`src/rtl/ctrl_sequencer_pkg.sv`:
```
// ----------------------------------------------------------------------------
// ctrl_sequencer_pkg
// Shared definitions for the multi-cycle control sequencer:
//   ctrl_state_t   - sequencer FSM states
//   op_mne         - 4-bit ALU operation mnemonics (also drives AluOp)
//   instr_class_t  - coarse instruction class produced by the field decoder
//   OP_*           - non-ALU opcode constants (IR[8:5])
//   classify()     - opcode -> instruction class
// ----------------------------------------------------------------------------
package ctrl_sequencer_pkg;

    typedef enum logic [2:0] {
        IDLE   = 3'd0,
        FETCH  = 3'd1,
        DECODE = 3'd2,
        EXEC   = 3'd3,
        MEM    = 3'd4,
        WB     = 3'd5,
        HALT   = 3'd6
    } ctrl_state_t;

    // Opcodes 0x0..0x9 are passed straight through to the ALU.
    typedef enum logic [3:0] {
        ALU_ADD = 4'h0,
        ALU_SUB = 4'h1,
        ALU_AND = 4'h2,
        ALU_OR  = 4'h3,
        ALU_XOR = 4'h4,
        ALU_SHL = 4'h5,
        ALU_SHR = 4'h6,
        ALU_SLT = 4'h7,
        ALU_SEQ = 4'h8,
        ALU_MOV = 4'h9
    } op_mne;

    typedef enum logic [2:0] {
        CLS_ALU = 3'd0,
        CLS_LDR = 3'd1,
        CLS_STR = 3'd2,
        CLS_BRC = 3'd3,
        CLS_BRU = 3'd4,
        CLS_NOP = 3'd5,
        CLS_HLT = 3'd6
    } instr_class_t;

    localparam logic [3:0] OP_LDR = 4'hA;
    localparam logic [3:0] OP_STR = 4'hB;
    localparam logic [3:0] OP_BRC = 4'hC;
    localparam logic [3:0] OP_BRU = 4'hD;
    localparam logic [3:0] OP_NOP = 4'hE;
    localparam logic [3:0] OP_HLT = 4'hF;

    function automatic instr_class_t classify(input logic [3:0] opcode);
        instr_class_t cls;
        case (opcode)
            OP_LDR:  cls = CLS_LDR;
            OP_STR:  cls = CLS_STR;
            OP_BRC:  cls = CLS_BRC;
            OP_BRU:  cls = CLS_BRU;
            OP_NOP:  cls = CLS_NOP;
            OP_HLT:  cls = CLS_HLT;
            default: cls = CLS_ALU;
        endcase
        return cls;
    endfunction

endpackage

```
`src/rtl/ctrl_sequencer_instr_field_decoder.sv`:
```
// ----------------------------------------------------------------------------
// instr_field_decoder
// Purely combinational split of the instruction register into its fields.
// Ports:
//   ir          in   IW   instruction register contents
//   iclass      out       instruction class (ALU / LDR / STR / BRC / BRU / NOP / HLT)
//   alu_op      out  4    ALU operation, meaningful only for CLS_ALU
//   reg_addr    out  3    register file address IR[4:2]
//   imm_sel     out  1    immediate select IR[1]
//   branch_idx  out  5    branch LUT index IR[4:0]
// ----------------------------------------------------------------------------
module instr_field_decoder
    import ctrl_sequencer_pkg::*;
#(
    parameter int IW = 9
) (
    input  logic [IW-1:0] ir,
    output instr_class_t  iclass,
    output op_mne         alu_op,
    output logic [2:0]    reg_addr,
    output logic          imm_sel,
    output logic [4:0]    branch_idx
);

    logic [3:0] opcode;

    assign opcode     = ir[IW-1 -: 4];
    assign iclass     = classify(opcode);
    // Only consumed when the class is ALU, where the opcode is a legal op_mne.
    assign alu_op     = op_mne'(opcode);
    assign reg_addr   = ir[4:2];
    assign imm_sel    = ir[1];
    assign branch_idx = ir[4:0];

endmodule

```
`src/rtl/ctrl_sequencer.sv`:
```
// ----------------------------------------------------------------------------
// ctrl_sequencer
// Multi-cycle fetch/decode/execute control unit. Drives the ALU opcode
// interface, consumes the ALU's registered Cond flag for conditional
// branches, and handshakes with data memory.
//
// Build option: define MEM_TIMEOUT_EN to bound the memory wait at MAX_WAIT
// cycles; on expiry the sequencer halts with Fault=1. Without it the MEM
// state waits indefinitely and Fault is tied low.
//
// Ports:
//   Clk          in   1    clock, rising edge
//   Reset        in   1    asynchronous, active-high
//   Start        in   1    pulse; leaves IDLE or HALT
//   InstrIn      in   IW   instruction at current PC
//   Cond         in   1    registered ALU condition flag
//   MemReady     in   1    data memory completion strobe
//   IrLoad       out  1    IR captures InstrIn this cycle
//   AluOp        out  4    ALU operation
//   AluSrcImm    out  1    ALU B operand is immediate
//   RegAddr      out  3    register file address
//   RegWrEn      out  1    register write enable
//   MemToReg     out  1    writeback data from memory
//   MemRdEn      out  1    data memory read request
//   MemWrEn      out  1    data memory write request
//   PcEn         out  1    advance PC, one pulse per retired instruction
//   PcBranch     out  1    with PcEn, load PC from branch LUT
//   BranchIdx    out  5    branch LUT index
//   Done         out  1    halted
//   RetireCount  out  CW   instructions retired since reset
//   Fault        out  1    memory timeout flag
//
// State  | Meaning
// -------+------------------------------------------------------------
// IDLE   | after reset, waiting for Start
// FETCH  | IR captures InstrIn
// DECODE | classify IR, no enables
// EXEC   | ALU op / branch / NOP, retires
// MEM    | hold read or write request until MemReady
// WB     | load writeback from memory, retires
// HALT   | Done=1 until Start
// ----------------------------------------------------------------------------
module ctrl_sequencer
    import ctrl_sequencer_pkg::*;
#(
    parameter int IW       = 9,
    parameter int CW       = 16
`ifdef MEM_TIMEOUT_EN
   ,parameter int MAX_WAIT = 15
`endif
) (
    input  logic          Clk,
    input  logic          Reset,
    input  logic          Start,
    input  logic [IW-1:0] InstrIn,
    input  logic          Cond,
    input  logic          MemReady,
    output logic          IrLoad,
    output logic [3:0]    AluOp,
    output logic          AluSrcImm,
    output logic [2:0]    RegAddr,
    output logic          RegWrEn,
    output logic          MemToReg,
    output logic          MemRdEn,
    output logic          MemWrEn,
    output logic          PcEn,
    output logic          PcBranch,
    output logic [4:0]    BranchIdx,
    output logic          Done,
    output logic [CW-1:0] RetireCount,
    output logic          Fault
);

    ctrl_state_t   state, next_state;
    logic [IW-1:0] ir;
    logic [CW-1:0] retire_cnt;

    instr_class_t  iclass;
    op_mne         dec_alu_op;
    op_mne         alu_op_sel;
    logic          dec_imm;

    instr_field_decoder #(.IW(IW)) u_decoder (
        .ir         (ir),
        .iclass     (iclass),
        .alu_op     (dec_alu_op),
        .reg_addr   (RegAddr),
        .imm_sel    (dec_imm),
        .branch_idx (BranchIdx)
    );

`ifdef MEM_TIMEOUT_EN
    localparam int WAIT_W = (MAX_WAIT > 1) ? $clog2(MAX_WAIT + 1) : 1;
    localparam logic [WAIT_W-1:0] WAIT_LAST = WAIT_W'(MAX_WAIT - 1);

    logic [WAIT_W-1:0] wait_cnt;
    logic              timeout;
    logic              fault_q;

    // Fires on the MEM cycle whose missing MemReady makes the count reach MAX_WAIT.
    assign timeout = (state == MEM) && !MemReady && (wait_cnt == WAIT_LAST);

    always_ff @(posedge Clk or posedge Reset) begin
        if (Reset) begin
            wait_cnt <= '0;
        end else if (state != MEM) begin
            wait_cnt <= '0;
        end else if (!MemReady) begin
            wait_cnt <= wait_cnt + WAIT_W'(1);
        end
    end

    always_ff @(posedge Clk or posedge Reset) begin
        if (Reset) begin
            fault_q <= 1'b0;
        end else if (timeout) begin
            fault_q <= 1'b1;
        end else if (Start && (state == IDLE || state == HALT)) begin
            fault_q <= 1'b0;
        end
    end

    assign Fault = fault_q;
`else
    assign Fault = 1'b0;
`endif

    // State register
    always_ff @(posedge Clk or posedge Reset) begin
        if (Reset) begin
            state <= IDLE;
        end else begin
            state <= next_state;
        end
    end

    // Next-state logic
    always_comb begin
        next_state = state;
        case (state)
            IDLE:    if (Start) next_state = FETCH;
            FETCH:   next_state = DECODE;
            DECODE: begin
                case (iclass)
                    CLS_LDR, CLS_STR: next_state = MEM;
                    CLS_HLT:          next_state = HALT;
                    default:          next_state = EXEC;
                endcase
            end
            EXEC:    next_state = FETCH;
            MEM: begin
                if (MemReady) begin
                    next_state = (iclass == CLS_LDR) ? WB : FETCH;
                end
`ifdef MEM_TIMEOUT_EN
                else if (timeout) begin
                    next_state = HALT;
                end
`endif
            end
            WB:      next_state = FETCH;
            HALT:    if (Start) next_state = FETCH;
            default: next_state = IDLE;
        endcase
    end

    // Output logic
    always_comb begin
        IrLoad     = 1'b0;
        alu_op_sel = ALU_ADD;
        AluSrcImm  = 1'b0;
        RegWrEn    = 1'b0;
        MemToReg   = 1'b0;
        MemRdEn    = 1'b0;
        MemWrEn    = 1'b0;
        PcEn       = 1'b0;
        PcBranch   = 1'b0;
        Done       = 1'b0;
        case (state)
            FETCH: IrLoad = 1'b1;
            EXEC: begin
                case (iclass)
                    CLS_ALU: begin
                        // The only place a non-ADD op reaches the ALU, so
                        // Cond can only change on SLT/SEQ execute cycles.
                        alu_op_sel = dec_alu_op;
                        AluSrcImm  = dec_imm;
                        RegWrEn    = 1'b1;
                        PcEn       = 1'b1;
                    end
                    CLS_BRC: begin
                        PcEn     = 1'b1;
                        PcBranch = Cond;
                    end
                    CLS_BRU: begin
                        PcEn     = 1'b1;
                        PcBranch = 1'b1;
                    end
                    CLS_NOP: PcEn = 1'b1;
                    default: ;
                endcase
            end
            MEM: begin
                if (iclass == CLS_LDR) begin
                    MemRdEn = 1'b1;
                end
                if (iclass == CLS_STR) begin
                    // A store retires on the very cycle memory accepts it.
                    MemWrEn = 1'b1;
                    PcEn    = MemReady;
                end
            end
            WB: begin
                RegWrEn  = 1'b1;
                MemToReg = 1'b1;
                PcEn     = 1'b1;
            end
            HALT: Done = 1'b1;
            default: ;
        endcase
    end

    assign AluOp = alu_op_sel;

    always_ff @(posedge Clk or posedge Reset) begin
        if (Reset) begin
            ir <= '0;
        end else if (IrLoad) begin
            ir <= InstrIn;
        end
    end

    always_ff @(posedge Clk or posedge Reset) begin
        if (Reset) begin
            retire_cnt <= '0;
        end else if (PcEn) begin
            retire_cnt <= retire_cnt + CW'(1);
        end
    end

    assign RetireCount = retire_cnt;

endmodule

```
`config.mk`:
```
export PLATFORM = sky130hd
export DESIGN_NAME = ctrl_sequencer
export DESIGN_NICKNAME = d
export VERILOG_FILES = /design/src/rtl/ctrl_sequencer_pkg.sv /design/src/rtl/ctrl_sequencer_instr_field_decoder.sv /design/src/rtl/ctrl_sequencer.sv
export SDC_FILE = /design/constraint.sdc
export NUM_CORES = 1
export LEC_CHECK = 0
export ABC_AREA = 0
export BUFFER_PORTS_ARGS = -buffer_cell sky130_fd_sc_hd__clkbuf_2
export CORE_ASPECT_RATIO = 0.5
export CORE_MARGIN = 4
export CORE_UTILIZATION = 55
export DETAILED_ROUTE_END_ITERATION = 8
export PLACE_DENSITY = 0.95
export SLEW_MARGIN = 5
export SYNTH_ARGS = -nofsm -noshare
export SYNTH_HDL_FRONTEND = slang
export SYNTH_HIERARCHICAL = 1
export SYNTH_SLANG_ARGS = --single-unit
```
`constraint.sdc`:
```
create_clock -name Clk -period 3.6 [get_ports Clk]
set_input_delay 0 -clock Clk [delete_from_list [all_inputs] [get_ports Clk]]
set_output_delay 0 -clock Clk [all_outputs]
set_load 0.01 [all_outputs]
```
== Word-level counts from Yosys, hierarchy flattened ==
Index checks and enable logic that the tools add are counted.
Word-level totals
  flip-flop bits (word level): 28
  latch bits: 0
  RAM bits: 0
  bits in read-only memories: 0
  input port bits: 14
  output and inout bits: 38
  word-level logic and storage cells: 55
  memories: 0
Operators by class
  $add $sub $neg: 1
  multiply operators: 0
  div/mod/pow operators: 0
  magnitude comparators: 0
  equality and inequality tests: 20
  shift-type cells: 0
  multiplexer cells: 24
  bitwise gates (word level): 0
  reductions and logical operators: 7
Operators by type and width (number)
  equality test 4 bit, second input constant: 6
  equality test 3 bit, second input constant: 6
  case mux 3 bit (6 select lines): 1
  adder 16 x 1 -> 16 bit, second input constant: 1
  case mux 3 bit (5 select lines): 1
  two-way mux 1 bit: 13
  equality test 3 x 2 -> 1 bit, second input constant: 4
  two-way mux 3 bit: 3
  two-way mux 4 bit: 2
  equality test 3 x 1 -> 1 bit, second input constant: 2
  zero test 3 bit: 2
  case mux 3 bit (2 select lines): 1
  OR reduction 2 bit: 3
  case mux 1 bit (2 select lines): 2
  OR reduction 4 bit: 1
  case mux 1 bit (3 select lines): 1
  != test 2 x 1 -> 1 bit, second input constant: 1
  != test 2 bit, second input constant: 1
  AND reduction 2 bit: 1

== Longest topological paths before layout ==
  depth after elaboration: 6
  gate-level depth with buffers: 10
  mapped depth without buffers: 8

== Cells and area by module ==
The synthesis kept the hierarchy.
Modules (own cells, without submodules)
  ctrl_sequencer: instances 1, cells an instance 138, area an instance 1535.2 um^2, seq. area each 700.7 um^2
  instr_field_decoder: instances 1, cells an instance 20, area an instance 132.6 um^2, seq. area each 0.0 um^2

== Least setup slack after synthesis ==
OpenSTA, ideal clock, no wires.
  path kind: register to register
  start point: reg ir[6]
  end point: reg retire_cnt[3] (netlist: RetireCount[3])
  arrival: 2006 ps
  setup slack: 1468 ps
  cell stages (with the launch flop): 11
  path through: dfrtp_1 -> nor2_1 -> nor3b_1 -> and2b_1 -> nor2b_1 -> o32a_1 -> buf_6 -> inv_4 -> buf_12 -> nand4_4 -> xnor2_2
On the way
  longest elaborated chain between the ends: 6
  elaborated cells between the ends (all ways): 16
Ends and longest elaborated chain
  start, declared: RTL line ctrl_sequencer.sv:75  | logic [IW-1:0] ir;
  start signal, assigned: RTL line ctrl_sequencer.sv:229  | ir <= InstrIn;
  equality test 4 bit: RTL line ctrl_sequencer_pkg.sv:55  | case (opcode)
  case mux 3 bit (6 select lines) (*): RTL line ctrl_sequencer_pkg.sv:55
  named net iclass[0]: RTL line ctrl_sequencer.sv:78  | instr_class_t iclass;
  equality test 3 bit, or another cell as far along: RTL line ctrl_sequencer.sv:182  | case (iclass)
  OR reduction 4 bit (no line)
  two-way mux 1 bit: RTL line ctrl_sequencer.sv:182
  case mux 1 bit (3 select lines) (*): RTL line ctrl_sequencer.sv:179  | case (state)
  named net PcEn: RTL line ctrl_sequencer.sv:66  | output logic PcEn,
  end signal, assigned: RTL line ctrl_sequencer.sv:237  | retire_cnt <= retire_cnt + CW'(1);
  end, declared: RTL line ctrl_sequencer.sv:76  | logic [CW-1:0] retire_cnt;
Mark *: on every way through the listed nets, which the timed path passes. The rest lies on a longest branch.
A chain may end at the register's enable or synchronous reset.

== Worst setup path in the final report ==
  start point: reg ir[6]
  end point: out PcEn
On the way
  longest elaborated chain between the ends: 6
  elaborated cells between the ends (all ways): 16
Ends and longest elaborated chain (RTL line)
  equality test 4 bit: ctrl_sequencer_pkg.sv:55
  case mux 3 bit (6 select lines) (*): ctrl_sequencer_pkg.sv:55
  named net iclass[0]: ctrl_sequencer.sv:78
  equality test 3 bit, or another cell as far along: ctrl_sequencer.sv:182
  OR reduction 4 bit (no line)
  two-way mux 1 bit: ctrl_sequencer.sv:182
  case mux 1 bit (3 select lines) (*): ctrl_sequencer.sv:179
  end, declared: ctrl_sequencer.sv:66
Marked as above.

==> out/qor.txt <==
status: complete, no violations
Yosys warning total: 6
Root Buffer: clkbuf_8
Crit. End Element: output pin
final instance area: 1963 um^2
max-slew violation count: 0
area delta synth->final: 17.70%
1st-iter DRT viols: 145
area fraction in compound gates after synthesis: 0.04876
combinational power share: 0.504
# IOs: 52
largest family of logic cells by synthesized area: simple AND/OR/NAND/NOR gates
CP peak stage delay: 620 ps
maxcap violations: 0
Sw Pwr: 0.0006696 W
layout cells sized above 1: 0.3911
PortBufs: 50
Synth Area in XOR/XNOR: 0.09302
Tmin final: 2689 ps
Die Y: 46.94 um
CP Class: reg -> out
synth unique cells: 44
leakage: 0.9509 nW
CTS sink count: 28
Final GP Congestion: 0.9251
setup TNS: 0 ps
sequential share of the synthesized area: 0.4201
Initial Util: 0.6103
RSZ-0062 raised after global routing: no
GRT Total Usage: 0.2212
gate count of the mapped netlist: 158
die width: 85.88 um
dpl hpwl: 2479 um
H-tree depth: 1
initial antenna violation count: 0
clk slew on worst S/H paths: 90 ps
ANT nets after route: 0
# rows: 13
largest net degree at the start of global routing: 29
Critical Path AT: 2690 ps
via count: 1376
DRC Markers: 0
HP Class: in -> reg
wire per inst: 18.35 um
mean number of vias per cell: 5.757
FILL cells: 187
Slew @ Worst Pin: 1025 ps
vias in the first global route: 1262
crit-path max FO: 11
Worst-Skew Late Latency: 280 ps
Post-CTS Resized: 0
worst vdd ir: 0.4391 mV
placed cells: 225
Non-Filler Instances: 239
post-synthesis area per instance: 10.56 um^2
post-CTS setup buffers: 0
nets@finish: 218
Post-Syn Nets: 173
simple-gate share of the synthesized area: 0.2566
clock buffer count from CTS: 3
# diodes: 0
Worst R2R Setup Slack: 990 ps
Slowest cell on crit path: nor3b_1
f_max: 371.9 MHz
die area: 4031 um^2
clock group share of total power: 0.128
mux contribution to synthesized area: 0.06077
Pre-Repair DR Iteration Count: 4
CP startpoint kind: register
relative slew slack: 0.3162
FFs w/ async S/R, synth: 1.000
endpoints failing setup: 0
ys flop type: dfrtp_1
Sw Share: 0.4447
Final Hold Vio Count: 0
dpl cell area: 1808 um^2
WL final: 4386 um
Int Pwr: 0.0008361 W
final worst path period share: 0.7469
CTS tree: done
Flop pwr share: 0.368
Synth Register Bits: 28
total power draw: 0.001506 W
Core Area: 2733 um^2
hold_buf cts: 10
critical path, cell by cell: nor2_1 > nor3b_1 > nor3b_2 > o32a_1 > inv_4 > clkbuf_2
adder-cell share of the synthesized area: 0.007502
mapped cell area: 1668 um^2
PwrDens: 767.0 nW/um^2
CP Data Required Time: 3600 ps
first-pass GRT wire length: 6582 um
CTS Buffer Depth: 2
total congestion overflow: 0
number of synthesized flops with an enable pin: 0
skew final: 7.226 ps
through the flow:
stage / setup slack, ps / hold WS, ps / util
after CTS: 992.3 / 29.61 / 0.7184
after detailed placement: 1180 / 240.7 / 0.6616
after global placement: 1376 / 231.4 / 0.6616
after floorplan: 1468 / 65.41 / -
final: 911.3 / 84.44 / 0.7184
after global routing: 756.0 / 84.31 / 0.7184
cells in the final DEF, fill, tap and decap left out, drive strengths merged, types with 3 or more instances in the layout:
| cell type | n |
|---|---|
| clkbuf | 54 |
| dfrtp | 28 |
| nand2 | 14 |
| xnor2 | 11 |
| nor2 | 10 |
| dlygate4sd3 | 10 |
| mux2 | 9 |
| nor3 | 7 |
| and3 | 6 |
| nand3 | 6 |
| xor2 | 5 |
| and2 | 5 |
| nand4 | 5 |
| and2b | 3 |
| inv | 3 |
sequential cells by signal, indices dropped and copies added, names as in the netlist:
signal / count
ir: 9
state: 3
RetireCount: 16
cells by family (layout without fill, tap and decap cells):
kind of cell | after synthesis | count (layout)
fa+ha+maj | 1 | 1
mux | 9 | 9
other cells | 1 | 1
simple gates | 67 | 67
buf+inv | 25 | 69
xor+xnor | 16 | 16
compound gates | 11 | 11
flops | 28 | 28
worst max-delay path, delay by kind of cell (launching register included):
family,cells,cell delay [ps]
AOI/OAI and AO/OA,1,510
DFF,1,440
and+or+nand+nor,3,1120
buffers and inverters,2,340
power by group through the flow:
stage	logic [W]	registers, W	clock network [W]
final	0.000759	0.000554	0.000193
after floorplan	0.000655	0.000519	0
after CTS	0.000709	0.000541	0.000195
after global placement	0.000677	0.000536	0
after detailed placement	0.000693	0.000546	0
after global routing	0.000809	0.000568	0.000205
synthesized netlist by cell type (2+ instances only):
library cell,instances,area share
a31oi_1,2,0.0075
a32oi_1,2,0.011
and2_1,5,0.019
and2b_1,3,0.014
and3_1,6,0.023
and4_1,2,0.011
buf_2,3,0.0090
buf_4,14,0.063
buf_6,2,0.014
dfrtp_1,28,0.42
inv_1,2,0.0045
mux2_2,9,0.061
nand2_1,14,0.032
nand2b_1,2,0.0075
nand3_1,4,0.012
nand3_2,2,0.012
nand4_1,3,0.011
nand4_4,2,0.026
nor2_1,10,0.023
nor3_1,5,0.015
nor3_2,2,0.012
xnor2_1,9,0.047
xnor2_2,2,0.020
xor2_1,5,0.026
metal layers:
metal | GRT usage | wire length (um) | up-vias
li1 | - | - | 611
met1 | 0.2719 | 1749 | 652
met2 | 0.3905 | 2093 | 90
met3 | 0.05779 | 407 | 23
met4 | 0.08202 | 136 | 0
met5 | 0 | 0 | -
cell type report:
cell class                 count  area [um^2]  area share
multi-input combinational    105        782.0      0.3983
timing repair buffer          62        365.4      0.1861
tap                           37        46.29     0.02358
inverter                       3        13.76    0.007011
sequential                    28        700.7      0.3569
clock buffer                   4        55.05     0.02804
final timing paths:
check,from,endpoint,cells after the start
max in group asynchronous,Reset,RetireCount[7],3
hold / removal,Start,state[0],3
hold reg to reg,RetireCount[15],RetireCount[15],1
setup reg to reg,ir[6],RetireCount[12],7
setup / recovery,ir[6],PcEn,6
min in group asynchronous,Reset,ir[3],3
(Power assumes the default switching activity.)
